[src/rtl/if_else_split_271_if.sv]
// Handshake bundle for the if/else split stage: one combined input stream
// and two independently stallable per-branch output lanes.
interface if_else_split_271_if;
  logic        in_valid;
  logic        in_ready;
  logic [31:0] input_bit;
  logic [31:0] segment_1_combine;
  logic        if_valid;
  logic        if_ready;
  logic [31:0] segment_1_if;
  logic        else_valid;
  logic        else_ready;
  logic [31:0] segment_1_else;

  // Source of the combined stream and consumer of both lanes.
  modport master (
    output in_valid, input_bit, segment_1_combine, if_ready, else_ready,
    input  in_ready, if_valid, segment_1_if, else_valid, segment_1_else
  );

  // The split block itself.
  modport slave (
    input  in_valid, input_bit, segment_1_combine, if_ready, else_ready,
    output in_ready, if_valid, segment_1_if, else_valid, segment_1_else
  );
endinterface

[src/rtl/if_else_split_271.sv]
// Steers each accepted combined-stream segment into a buffered if-lane or
// else-lane FIFO chosen by the masked branch condition; counts words per lane.
module if_else_split_271 #(
  parameter logic [31:0] COND_MASK = 32'h0000_0001,
  parameter int          DEPTH     = 4,
  parameter int          CNT_W     = 16
) (
  input  logic                clk,
  input  logic                reset,
  if_else_split_271_if.slave  bus,
  output logic [CNT_W-1:0]    if_count,
  output logic [CNT_W-1:0]    else_count
);

  localparam int AW     = $clog2(DEPTH);
  localparam int LANES  = 2;
  localparam int L_IF   = 0;
  localparam int L_ELSE = 1;

  typedef logic [AW-1:0]    ptr_t;
  typedef logic [AW:0]      occ_t;
  typedef logic [CNT_W-1:0] cnt_t;

  logic [31:0] mem    [LANES][DEPTH];
  ptr_t        wr_ptr [LANES];
  ptr_t        rd_ptr [LANES];
  occ_t        occ    [LANES];
  cnt_t        cnt    [LANES];

  logic             cond;
  logic             in_ready_int;
  logic             accept;
  logic [LANES-1:0] full;
  logic [LANES-1:0] push;
  logic [LANES-1:0] pop;
  logic [LANES-1:0] lane_ready;

  // NOTE: every always_comb output gets a default first so no path can
  // leave it unassigned and infer a latch.
  always_comb begin
    cond         = |(bus.input_bit & COND_MASK);
    full         = '0;
    pop          = '0;
    lane_ready   = {bus.else_ready, bus.if_ready};
    for (int l = 0; l < LANES; l++) begin
      full[l] = (occ[l] == occ_t'(DEPTH));
      pop[l]  = (occ[l] != '0) && lane_ready[l];
    end
    // Ready depends only on registered occupancy, never on the offered word.
    in_ready_int = !full[L_IF] && !full[L_ELSE];
    accept       = bus.in_valid && in_ready_int;
    push         = '0;
    push[L_IF]   = accept && cond;
    push[L_ELSE] = accept && !cond;
  end

  // NOTE: sequential state uses non-blocking assignments only, so every
  // register samples pre-edge values regardless of statement order.
  always_ff @(posedge clk or posedge reset) begin
    if (reset) begin
      for (int l = 0; l < LANES; l++) begin
        wr_ptr[l] <= '0;
        rd_ptr[l] <= '0;
        occ[l]    <= '0;
        cnt[l]    <= '0;
        // NOTE: storage is reset because the lane data outputs must read 0
        // out of reset; with DEPTH small this is a handful of flops.
        for (int d = 0; d < DEPTH; d++) mem[l][d] <= '0;
      end
    end else begin
      for (int l = 0; l < LANES; l++) begin
        if (push[l]) begin
          mem[l][wr_ptr[l]] <= bus.segment_1_combine;
          wr_ptr[l]         <= wr_ptr[l] + ptr_t'(1);
          cnt[l]            <= cnt[l] + cnt_t'(1);
        end
        if (pop[l]) rd_ptr[l] <= rd_ptr[l] + ptr_t'(1);
        if (push[l] && !pop[l])      occ[l] <= occ[l] + occ_t'(1);
        else if (pop[l] && !push[l]) occ[l] <= occ[l] - occ_t'(1);
      end
    end
  end

  assign bus.in_ready       = in_ready_int;
  assign bus.if_valid       = (occ[L_IF] != '0);
  assign bus.else_valid     = (occ[L_ELSE] != '0);
  // Head entry is shown even when empty; it is stale there and don't-care.
  assign bus.segment_1_if   = mem[L_IF][rd_ptr[L_IF]];
  assign bus.segment_1_else = mem[L_ELSE][rd_ptr[L_ELSE]];
  assign if_count           = cnt[L_IF];
  assign else_count         = cnt[L_ELSE];

endmodule
[src/flat_wrapper.sv]
// flat-port wrapper written by rule: the top's interface ports become plain ports
module if_else_split_271_flat 
#(
  parameter logic [31:0] COND_MASK = 32'h0000_0001,
  parameter int          DEPTH     = 4,
  parameter int          CNT_W     = 16
)
  (clk, reset, if_count, else_count, bus_in_valid, bus_input_bit, bus_segment_1_combine, bus_if_ready, bus_else_ready, bus_in_ready, bus_if_valid, bus_segment_1_if, bus_else_valid, bus_segment_1_else);
  if_else_split_271_if bus_i ();
  input  logic clk;
  input  logic reset;
  output logic [CNT_W-1:0] if_count;
  output logic [CNT_W-1:0] else_count;
  input wire logic [$bits(bus_i.in_valid)-1:0] bus_in_valid;
  input wire logic [$bits(bus_i.input_bit)-1:0] bus_input_bit;
  input wire logic [$bits(bus_i.segment_1_combine)-1:0] bus_segment_1_combine;
  input wire logic [$bits(bus_i.if_ready)-1:0] bus_if_ready;
  input wire logic [$bits(bus_i.else_ready)-1:0] bus_else_ready;
  output wire logic [$bits(bus_i.in_ready)-1:0] bus_in_ready;
  output wire logic [$bits(bus_i.if_valid)-1:0] bus_if_valid;
  output wire logic [$bits(bus_i.segment_1_if)-1:0] bus_segment_1_if;
  output wire logic [$bits(bus_i.else_valid)-1:0] bus_else_valid;
  output wire logic [$bits(bus_i.segment_1_else)-1:0] bus_segment_1_else;
  assign bus_i.in_valid = bus_in_valid;
  assign bus_i.input_bit = bus_input_bit;
  assign bus_i.segment_1_combine = bus_segment_1_combine;
  assign bus_i.if_ready = bus_if_ready;
  assign bus_i.else_ready = bus_else_ready;
  assign bus_in_ready = bus_i.in_ready;
  assign bus_if_valid = bus_i.if_valid;
  assign bus_segment_1_if = bus_i.segment_1_if;
  assign bus_else_valid = bus_i.else_valid;
  assign bus_segment_1_else = bus_i.segment_1_else;
  if_else_split_271 #(.COND_MASK(COND_MASK), .DEPTH(DEPTH), .CNT_W(CNT_W)) u_core (.clk(clk), .reset(reset), .bus(bus_i), .if_count(if_count), .else_count(else_count));
endmodule
[config.mk]
export PLATFORM = sky130hd
export DESIGN_NAME = if_else_split_271_flat
export DESIGN_NICKNAME = d
export VERILOG_FILES = /design/src/rtl/if_else_split_271_if.sv /design/src/rtl/if_else_split_271.sv /design/src/flat_wrapper.sv
export SDC_FILE = /design/constraint.sdc
export NUM_CORES = 1
export LEC_CHECK = 0
export CORE_AREA = 3 3 177 136
export CTS_BUF_LIST = sky130_fd_sc_hd__clkbuf_8 sky130_fd_sc_hd__clkbuf_16
export DETAILED_ROUTE_END_ITERATION = 6
export DIE_AREA = 0 0 180 139
export PLACE_DENSITY_LB_ADDON = 0.08
export SYNTH_ARGS = -nofsm -noshare
export SYNTH_HDL_FRONTEND = slang
export SYNTH_SLANG_ARGS = --single-unit
[constraint.sdc]
create_clock -name clk -period 19.2 [get_ports clk]
set_input_delay 3.84 -clock clk [delete_from_list [all_inputs] [get_ports clk]]
set_output_delay 3.84 -clock clk [all_outputs]
set_load 0.01 [all_outputs]
==> flow_summary.toml <==
[drt]
drtAntennaViolNets = 0
detailedRoute.firstPassIterationCount = 4
post_drt_wl_per_cell_um = 22.4
post-route-drc-count = 0
initialDrtViolationCount = 395
num_vias = 7446
via_per_inst = 5.89
wirelength_mm = 28.3

[clocking]
clk_latency_ns = 0.54
cts_hold_buf = 0
cts_resized = 0
ctsLongestPathBuffers = 3
post-cts-setup-buffer-count = 0
h-tree-depth = 1
cts_buffers = 30
cts.sinks = 302
root_buffer = "clkbuf_16"
cts_tree = "done"
clk_pin_slew_ns = 0.06

[floorplan]
design.die.area_mm2 = 0.0250
top_level_ports = 168
die-height_um = 139
core_mm2 = 0.0226
fp.dieW_um = 180
initial_core_util = 0.589
fp-row-count = 48

[setup_path]
max_stage_delay_ns = 1.12
criticalPathCategory = "reg2out"
crit_family = "flip-flops"
critPathRequiredTime_ns = 15.36
critPathBufInv = 1
cp_max_fo = 34
cpMaxStageDelayCell = "dfrtp_2"
arrival_ns = 2.84
startpoint_type = "register"
reg2reg_depth = 5
cp.depth = 2
cp_cell_sequence = "mux4_2 -> clkdlybuf4s50_1"
end_kind = "primary output"

[final_layout]
fin_cells = 1264
final_nets = 1023
multiInputGateArea_mm2 = 0.00546
stdcell_area_mm2 = 0.0159
drive_above_1_share = 0.376
nFillCells = 1444
area_delta_synth_final_pct = 19.3
antenna_cells = 0
seq_area_mm2 = 0.00756

[global_route]
gr-total-overflow = 0
grt_pass1_vias = 8170
grt_max_degree = 136
grtUsageTotal = 0.229
grt_pass1_wl_mm = 45.9
antenna_found_initial = 2

[place]
io_buffers = 136
dpl_cell_area_mm2 = 0.0148
gp_congestion = 0.781
place_inst = 1208
hpwlAfterDp_mm = 17.1
post-place-ws_ns = 11.99

[timing]
rsz0062_at_grt = "no"
fin_crit_sh = 0.348
finalMaxSlewViolations = 0
setup_viol = 0
finalClockSkew_ns = 0.0116
slew_headroom = 0.206
max_slew.worst_pin.slew_ns = 1.17
fmax_mhz = 150
finalWorstSetupSlack_ns = 12.52
finalSetupTns_ns = 0
post-route-min-period_ns = 6.68
finalHoldViolCount = 0

[status]
outcome = "complete, no violations"

[logic_synthesis]
postSynthAreaPerCell_um2 = 16.4
yosysSeqAreaShare = 0.567
synth_area_mm2 = 0.0133
synth_edf_count = 0
synth_flop_cell = "dfrtp_1"
syn_nets = 896
synthArstFlopShare = 1.00
ys_types = 30
ys_top_cells_by_count = "302 x dfrtp_1, 208 x mux2_2, 64 x mux4_2"
syn_inst = 813
yosysTopAreaCellShare = 0.567
netlist_top_cells_area = "dfrtp_1 57%, mux2_2 18%, mux4_2 11%, mux2_1 3.0%, xnor2_1 2.2%"
synth_top_area_cell = "dfrtp_1"
yosys_register_bits = 302
synth.most_common_cell = "dfrtp_1"
yosys_warnings = 0

[power_and_ir_drop]
leakagePower_nw = 6.80
vdd_drop_max_uv = 117
power_density_mw_per_mm2 = 183

[job]
drv_cap = 0

[min_path]
hold_depth = 1
min_path_type = "reg2reg"
-- final timing paths --
check | start | endpoint | slack, ns
worst max-delay path | u_core.rd_ptr[2] | bus_segment_1_if[6] | 12.52
worst min-delay path | u_core.if_count[15] | u_core.if_count[15] | 0.48
worst max register to register | u_core.occ[5] | u_core.mem[140] | 16.10
worst min register to register | u_core.if_count[15] | u_core.if_count[15] | 0.48
max in group asynchronous | reset | u_core.mem[112] | 12.74
min in group asynchronous | reset | u_core.if_count[1] | 3.87
-- flip-flops by register name, indices dropped and copies added (netlist names) --
register and count:
u_core.else_count 16, u_core.if_count 16, u_core.mem 256, u_core.occ 6
u_core.rd_ptr 4, u_core.wr_ptr 4
-- logic make-up (layout without fill, tap and decap cells) --
| group | after synthesis | in the layout | synth area share |
|---|---|---|---|
| DFF | 302 | 302 | 0.567 |
| AOI/OAI and AO/OA | 2 | 2 | 0.000751 |
| buffers and inverters | 55 | 206 | 0.0240 |
| xor gates and xnor gates | 42 | 42 | 0.0276 |
| adders and majority gates | 14 | 14 | 0.0143 |
| and+or+nand+nor | 74 | 74 | 0.0343 |
| muxes | 324 | 324 | 0.332 |
-- worst reg2reg max path: stages, from the launching register on --
cell	delay, ns
dfrtp_1	0.40
nor3b_2	0.22
nor3_1	0.75
buf_4	0.28
and2_2	0.87
mux2_2	0.46
-- placed cells by master, fill, tap and decap left out, drive strengths merged --
| cell | n |
|---|---|
| nor2 | 7 |
| nand4b | 1 |
| and2 | 6 |
| fa | 2 |
| mux4 | 64 |
| nor4 | 1 |
| dfrtp | 302 |
| o21ai | 2 |
| xor2 | 9 |
| buf | 6 |
| clkbuf | 39 |
| clkinv | 7 |
| nand3 | 16 |
| or3 | 2 |
| nor3 | 3 |
| xnor2 | 33 |
| mux2 | 260 |
| and4 | 2 |
| clkinvlp | 1 |
| nor4b | 2 |
| nor3b | 2 |
| and3 | 4 |
| nand4 | 12 |
| nand2 | 16 |
| bufinv | 4 |
| clkdlybuf4s50 | 136 |
| inv | 13 |
| ha | 12 |
-- report_power, final --
| part | internal (mW) | switching [mW] | leakage [nW] |
|---|---|---|---|
| sequential | 0.933 | 0.215 | 3.69 |
| combinational | 0.731 | 0.416 | 2.56 |
| clock | 0.376 | 0.242 | 0.550 |
-- through the flow --
| stage | hold slack (ns) | power (mW) | util |
|---|---|---|---|
| finish | 0.476 | 2.91 | 0.703 |
| global placement | 0.461 | 2.24 | 0.656 |
| floorplan | 0.445 | 1.82 | - |
| CTS | 0.482 | 2.94 | 0.703 |
| detailed placement | 0.466 | 2.32 | 0.656 |
| global route | 0.506 | 3.07 | 0.703 |
-- metal layers --
| metal | up-vias | part of all wire | track usage |
|---|---|---|---|
| li1 | 3238 | - | - |
| met1 | 4000 | 0.44 | 0.315 |
| met2 | 159 | 0.50 | 0.388 |
| met3 | 45 | 0.047 | 0.0467 |
| met4 | 4 | 0.018 | 0.0452 |
| met5 | - | 0.00074 | 0 |
-- area by class of cell --
type | count | area share
sequential | 302 | 0.475
multi-input combinational | 456 | 0.343
timing repair buffer | 142 | 0.0884
clock buffer | 39 | 0.0557
tap | 300 | 0.0236
clock inverter | 17 | 0.0114
inverter | 8 | 0.00236
No activity file was read; power rests on OpenSTA's default activity.
